## config.mk

```make
export PLATFORM = sky130hd
export DESIGN_NAME = mha_score_engine
export DESIGN_NICKNAME = d
export VERILOG_FILES = /design/src/rtl/mha_score_engine.sv
export SDC_FILE = /design/constraint.sdc
export NUM_CORES = 2
export LEC_CHECK = 0
export ABC_AREA = 1
export ABC_CLOCK_PERIOD_IN_PS = 9800
export CORE_UTILIZATION = 40
export DETAILED_ROUTE_END_ITERATION = 10
export HOLD_SLACK_MARGIN = 0.03
export SLEW_MARGIN = 20
export SYNTH_ARGS = -nofsm -noshare
export SYNTH_HDL_FRONTEND = slang
export SYNTH_SLANG_ARGS = --single-unit
```

## constraint.sdc

```tcl
create_clock -name clk -period 9.8 [get_ports clk]
set_input_delay 1.96 -clock clk [delete_from_list [all_inputs] [get_ports clk]]
set_output_delay 1.96 -clock clk [all_outputs]
set_load 0.005 [all_outputs]
```

## src/rtl/mha_score_engine.sv

```systemverilog
// Multi-head attention score engine: per-head q.k dot product, scaled by 1/sqrt(HEAD_DIM), saturated.
// Define MHA_SCORE_MASK_EN to force masked heads (mask bit set on the final beat) to the most negative score.
module mha_score_engine #(
    parameter int NUM_HEADS = 8,
    parameter int HEAD_DIM  = 64,
    parameter int WIDTH     = 8,
    parameter int OUT_WIDTH = 16
) (
    input  logic                           clk,
    input  logic                           rst_n,
    input  logic                           in_valid,
    output logic                           in_ready,
    input  logic [NUM_HEADS*WIDTH-1:0]     q_data,
    input  logic [NUM_HEADS*WIDTH-1:0]     k_data,
    input  logic                           in_last,
    input  logic [NUM_HEADS-1:0]           mask,
    output logic                           out_valid,
    input  logic                           out_ready,
    output logic [NUM_HEADS*OUT_WIDTH-1:0] out_score,
    output logic                           err
);
    localparam int LOG2_DIM = $clog2(HEAD_DIM);
    localparam int SHIFT    = LOG2_DIM / 2;
    localparam int ACC_W    = 2*WIDTH + LOG2_DIM;
    localparam int PROD_W   = 2*WIDTH;
    localparam int CNT_W    = (LOG2_DIM > 0) ? LOG2_DIM : 1;

    localparam logic [CNT_W-1:0] LAST_BEAT = CNT_W'(HEAD_DIM - 1);
    localparam logic signed [ACC_W-1:0] SAT_MAX = {{(ACC_W-OUT_WIDTH+1){1'b0}}, {(OUT_WIDTH-1){1'b1}}};
    localparam logic signed [ACC_W-1:0] SAT_MIN = {{(ACC_W-OUT_WIDTH+1){1'b1}}, {(OUT_WIDTH-1){1'b0}}};

    typedef enum logic [1:0] {IDLE, ACC, SCALE, OUT} state_t;

    state_t                         state;
    logic [CNT_W-1:0]               cnt;
    logic signed [ACC_W-1:0]        acc   [NUM_HEADS];
    logic signed [PROD_W-1:0]       prod  [NUM_HEADS];
    logic signed [ACC_W-1:0]        sum   [NUM_HEADS];
    logic signed [ACC_W-1:0]        shifted;
    logic [OUT_WIDTH-1:0]           sat;
    logic [NUM_HEADS*OUT_WIDTH-1:0] score_next;
    logic                           accept;
    logic                           final_beat;

`ifdef MHA_SCORE_MASK_EN
    logic [NUM_HEADS-1:0] mask_q;
`else
    logic unused_mask;
    assign unused_mask = ^mask;
`endif

    // Gated by rst_n so the block never advertises readiness while reset is held.
    assign in_ready   = rst_n && (state == IDLE || state == ACC);
    assign accept     = in_valid && in_ready;
    assign final_beat = (cnt == LAST_BEAT);

    always_comb begin
        score_next = '0;
        shifted    = '0;
        sat        = '0;
        for (int unsigned h = 0; h < NUM_HEADS; h++) begin
            prod[h] = PROD_W'($signed(q_data[h*WIDTH +: WIDTH]))
                    * PROD_W'($signed(k_data[h*WIDTH +: WIDTH]));
            // The first accepted beat starts a fresh sum instead of adding to stale contents.
            sum[h]  = ((state == IDLE) ? '0 : acc[h]) + ACC_W'(prod[h]);
            shifted = acc[h] >>> SHIFT;
            if (shifted > SAT_MAX) begin
                sat = SAT_MAX[OUT_WIDTH-1:0];
            end else if (shifted < SAT_MIN) begin
                sat = SAT_MIN[OUT_WIDTH-1:0];
            end else begin
                sat = shifted[OUT_WIDTH-1:0];
            end
`ifdef MHA_SCORE_MASK_EN
            if (mask_q[h]) begin
                sat = SAT_MIN[OUT_WIDTH-1:0];
            end
`endif
            score_next[h*OUT_WIDTH +: OUT_WIDTH] = sat;
        end
    end

    always_ff @(posedge clk or negedge rst_n) begin
        if (!rst_n) begin
            state     <= IDLE;
            cnt       <= '0;
            out_valid <= 1'b0;
            out_score <= '0;
            err       <= 1'b0;
            for (int unsigned h = 0; h < NUM_HEADS; h++) begin
                acc[h] <= '0;
            end
`ifdef MHA_SCORE_MASK_EN
            mask_q    <= '0;
`endif
        end else begin
            case (state)
                IDLE, ACC: begin
                    if (accept) begin
                        for (int unsigned h = 0; h < NUM_HEADS; h++) begin
                            acc[h] <= sum[h];
                        end
                        if (final_beat) begin
                            cnt   <= '0;
                            state <= SCALE;
                            if (!in_last) err <= 1'b1;
`ifdef MHA_SCORE_MASK_EN
                            mask_q <= mask;
`endif
                        end else begin
                            cnt   <= cnt + 1'b1;
                            state <= ACC;
                            if (in_last) err <= 1'b1;
                        end
                    end
                end
                SCALE: begin
                    out_score <= score_next;
                    out_valid <= 1'b1;
                    state     <= OUT;
                end
                OUT: begin
                    if (out_ready) begin
                        out_valid <= 1'b0;
                        state     <= IDLE;
                    end
                end
                default: state <= IDLE;
            endcase
        end
    end
endmodule
```

### Word-level counts from Yosys, hierarchy flattened

Cells that the tools add are included.

* add/sub/neg operators: 9
* multipliers: 8
* order comparisons: 16
* equality and inequality tests: 7
* mux-type cells: 34
* reductions and logical operators: 11

Operator list (number)
* two-way mux 16 bit: 16
* adder 22 bit: 8
* two-way mux 22 bit: 8
* > comparator 19 x 16 -> 1 bit, second input constant: 8
* less-than comparator 19 x 16 -> 1 bit, second input constant: 8
* multiplier 8 x 8 -> 16 bit: 8
* adder 6 x 1 -> 6 bit, second input constant: 1
* == test 6 bit, second input constant: 1
* two-way mux 2 bit: 3
* two-way mux 6 bit: 1
* != test 2 bit, second input constant: 3
* one-hot mux 2 bit (3 select lines): 1
* AND reduction 2 bit: 3
* == test 2 bit, second input constant: 2
* two-way mux 1 bit: 4
* AND reduction 4 bit: 1
* nonzero test 2 bit: 2
* == test 2 x 1 -> 1 bit, second input constant: 1
* logical AND 1 bit: 2
* logical NOT 2 bit: 1
* one-hot mux 1 bit (2 select lines): 1
* OR reduction 2 bit: 1
* logical OR 1 bit: 1

* register bits: 314
* bits of input ports: 141
* word-level logic and storage cells: 98

### Longest topological paths before layout

* depth in word-level cells: 6
* gate-level depth with buffers: 37
* mapped depth without buffers: 36

### Least setup slack after synthesis

No wires, ideal clock.

* path type: input to register
* from: in q_data[8]
* to: reg acc[152] (netlist bit)
* library setup time: 0.131 ns
* arrival time: 7.573 ns
* setup slack: 2.097 ns
* stages on the path: 32
* buffers on the path: 1
* cells stage by stage: clkbuf_1 -> or2_2 -> fa_1 -> fa_1 -> inv_1 -> fa_1 -> inv_1 -> fa_1 -> inv_1 -> ha_1 -> a21o_1 -> a31oi_1 -> o21ai_0 -> nand2_1 -> nand2_1 -> a21oi_1 -> nor2_1 -> o21ai_0 -> nand2_1 -> xor2_1 -> ha_1 -> nand2_1 -> nor2_1 -> a211oi_1 -> nand3_1 -> nand2_1 -> nand2_1 -> nand2_1 -> nand2_1 -> or2_1 -> nand3_1 -> o21ai_0

* longest elaborated chain between the ends: 2

Ends and longest elaborated chain
* from (decl): line 13 `input logic [NUM_HEADS*WIDTH-1:0] q_data,`
* multiplier 8 x 8 -> 16 bit: line 63 `* PROD_W'($signed(k_data[h*WIDTH +: WIDTH]));`
* adder 22 bit: line 65 `sum[h] = ((state == IDLE) ? '0 : acc[h]) + ACC_W'(prod[h]);`
* to (signal, indexed assignment): line 101 `acc[h] <= sum[h];`
* to (decl): line 36 `logic signed [ACC_W-1:0] acc [NUM_HEADS];`

No other way between the ends.
A chain may end at the register's enable or synchronous reset.

### Worst setup path after layout

* from: in k_data[15]
* to: reg acc[152] (netlist bit)

* longest elaborated chain between the ends: 2

Ends and longest elaborated chain
* from (decl): line 14 `input logic [NUM_HEADS*WIDTH-1:0] k_data,`
* multiplier 8 x 8 -> 16 bit: line 63
* adder 22 bit: line 65

No other way between the ends.

==> impl_metrics.py <==
metrics = {
    "worst_setup_path": {
        "crit_arrival_ns": 8.66,
        "slowest_stage": "fa_1",
        "crit_top_cell": "nand2_1",
        "rrSetupSlack_ns": 5.43,
        "crit_path_start_kind": "input port",
        "critPathMaxStageDelay_ns": 0.56,
        "crit_fanout": 8,
        "crit_path_end_kind": "flop",
        "crit_type": "input port to flop",
        "crit_required_ns": 10.21,
    },
    "synth": {
        "ys_seq_elements": 314,
        "synth-seq-area-share": 0.185,
        "async_reset_ff_frac": 1.00,
        "synth_area_um2": 42400,
        "ys_warn_count": 0,
        "synth_flop_cell": "dfrtp_1",
        "synth_cell_type_count": 55,
        "syn-instance-count": 5833,
        "avgSynthCellArea_um2": 7.27,
        "synth_edf_count": 0,
        "syn-num-nets": 6815,
    },
    "flow_run": {
        "maxCapViolCount": 0,
    },
    "clock_tree": {
        "cts_resized": 0,
        "path_clk_slew_ns": 0.06,
        "clk_path_buf_depth": 3,
        "cts_root_buf": "clkbuf_16",
        "cts_tree": "done",
        "cts_hold_buf": 0,
        "clk_latency_ns": 0.59,
        "cts_setup_buffers": 0,
        "cts.sinks": 314,
        "cts_max_level": 2,
        "cts_buffers": 42,
    },
    "sta": {
        "tns_ns": 0,
        "min_period_ns": 8.25,
        "final-hold-violation-count": 0,
        "setup_viol": 0,
        "fin_crit_sh": 0.842,
        "fmax_mhz": 121,
        "fin_skew_ns": 0.0301,
        "tightest_slew_ns": 1.02,
        "relSlewSlack": 0.313,
        "maxSlewViolCount": 0,
        "rsz0062_at_grt": "no",
    },
    "final_layout": {
        "layout.nets": 6938,
        "final_area_um2": 47700,
        "multiInputGateArea_um2": 28700,
        "fin_cells": 7380,
        "seq_area_um2": 7860,
        "layout-drive-gt1-share": 0.0361,
        "n_antenna_cell": 0,
        "area_growth_pct": 12.3,
        "n_fill_cell": 10600,
    },
    "grt": {
        "grt_max_degree": 88,
        "groute.usage.overall": 0.192,
        "grt_pass1_wl_um": 172000,
        "grt_pass1_vias": 35200,
        "grt_antenna_before_repair": 1,
        "overflow": 0,
    },
    "power": {
        "ir_worst_vdd_uv": 185,
        "power.switching_uw": 9440,
        "pwr-share-seq": 0.122,
        "clkPwrFrac": 0.092,
        "power.density_nw_per_um2": 373,
        "leakage_uw": 0.0268,
        "total_power_uw": 17800,
        "combPwrFrac": 0.785,
        "switching_share": 0.531,
        "internal_power_uw": 8350,
    },
    "floorplan": {
        "fp.dieW_um": 328,
        "std_cell_rows": 119,
        "ioPinCount": 272,
        "start_util": 0.403,
        "die_h_um": 328,
        "die-area_um2": 107000,
        "core_um2": 105000,
    },
    "detailed_routing": {
        "drc": 0,
        "wl_met3_um": 3370,
        "vias_per_cell": 4.74,
        "top_layer": "met5",
        "drt-wirelength-per-cell_um": 13.7,
        "firstDrtPassIters": 7,
        "vias": 35000,
        "wl_met2_um": 48900,
        "first_iter_violations": 1571,
        "m1WireLength_um": 47100,
        "wl_um": 101000,
        "postRouteAntennaNets": 0,
    },
    "placement": {
        "dpl_cell_area_um2": 46200,
        "port_buffers": 263,
        "dp_hpwl_um": 80500,
        "dp_cells": 7303,
        "place.gp.congestion": 0.876,
    },
    "hold_path": {
        "hold_class": "flop to flop",
    },
    "status": {
        "status": "finished, final reports clean",
    },
}
Yosys cell counts (all sizes together), types with 5 or more instances:
master  instances  area [um2]
o22ai          20         125
a21boi          5        37.5
o21bai          5        37.5
a31oi          34         213
inv          1349        5060
o21ai         376        1890
dfrtp         314        7860
nand4          26         163
nand3b         21         169
fa            448        8970
nor2          512        1930
a21oi         211        1080
nor4            9        56.3
clkbuf        186         702
buf            23         123
o211ai          9        67.6
or2            33         206
nand2        1384        5310
a21o           20         150
nor3           10        55.1
nand3         192        1100
xnor2         123        1080
ha            393        4920
xor2          104         911
flip-flops by register name, indices dropped and copies added (netlist names):
name	flops
cnt	6
acc	176
out_score	128
out_valid	1
state	2
err	1
metal layers:
| metal | global-route usage | vias up |
|---|---|---|
| li1 | - | 17900 |
| met1 | 0.255 | 16600 |
| met2 | 0.340 | 475 |
| met3 | 0.0212 | 89 |
| met4 | 0.0325 | 2 |
| met5 | 0 | - |
area by class of cell:
class                   count  area share
multi-input cells        3960       0.602
repair buffers            288      0.0593
clock buffers              55      0.0255
well taps                1391      0.0365
flip-flops and latches    314       0.165
inverters                1350       0.106
clock inverters            22     0.00512
logic make-up after synthesis:
| family | Yosys count | synth area share |
|---|---|---|
| AOI/OAI and AO/OA | 699 | 0.0887 |
| xor gates and xnor gates | 227 | 0.0469 |
| adders and majority gates | 841 | 0.327 |
| buffers and inverters | 1559 | 0.139 |
| DFF | 314 | 0.185 |
| and+or+nand+nor | 2193 | 0.213 |
per-stage QoR:
stage	setup slack (ns)	util	hold slack [ns]
after floorplan	2.10	-	0.449
after detailed placement	0.993	0.439	0.468
after global routing	0.973	0.453	0.507
final	1.55	0.453	0.482
after CTS	1.58	0.453	0.484
after global placement	1.03	0.439	0.462
path summary, 6_finish.rpt:
kind,start,to,cells after the start
min in group asynchronous,rst_n,out_score[69],1
max reg2reg,state[1],acc[14],14
max,k_data[15],acc[152],33
min reg2reg,out_score[12],out_score[12],2
min,out_score[12],out_score[12],2
max in group asynchronous,rst_n,out_score[1],3
critical path: cells and delay by family:
kind                       cells  cell delay [ns]
adders and majority gates      6             2.87
xor gates and xnor gates       1             0.16
and+or+nand+nor               15             1.83
AOI/OAI and AO/OA              6             0.98
buffers and inverters          5             0.87
cells in the final DEF (no fill, tap or decap), drive strengths merged, types with 2 or more instances in the layout:
master,instances
a211oi,4
a21boi,5
a21o,20
a21oi,211
a221oi,3
a31oi,34
and3,3
buf,26
bufinv,4
clkbuf,55
clkdlybuf4s50,262
clkinv,8
clkinvlp,9
dfrtp,314
fa,448
ha,393
inv,1351
nand2,1384
nand3,192
nand3b,21
nand4,26
nor2,512
nor3,10
nor3b,2
nor4,9
o211a,3
o211ai,9
o21a,4
o21ai,376
o21bai,5
o22ai,20
o31ai,2
or2,33
xnor2,123
xor2,104
power by group through the flow:
stage / clock (uW) / sequential, uW / combinational [uW]
floorplan: 0 / 2080 / 10900
global placement: 0 / 2190 / 13800
detailed placement: 0 / 2200 / 14000
CTS: 1700 / 2180 / 14100
global route: 1740 / 2240 / 16100
finish: 1650 / 2170 / 14000
Note: power is estimated with default switching activity, not from simulation.
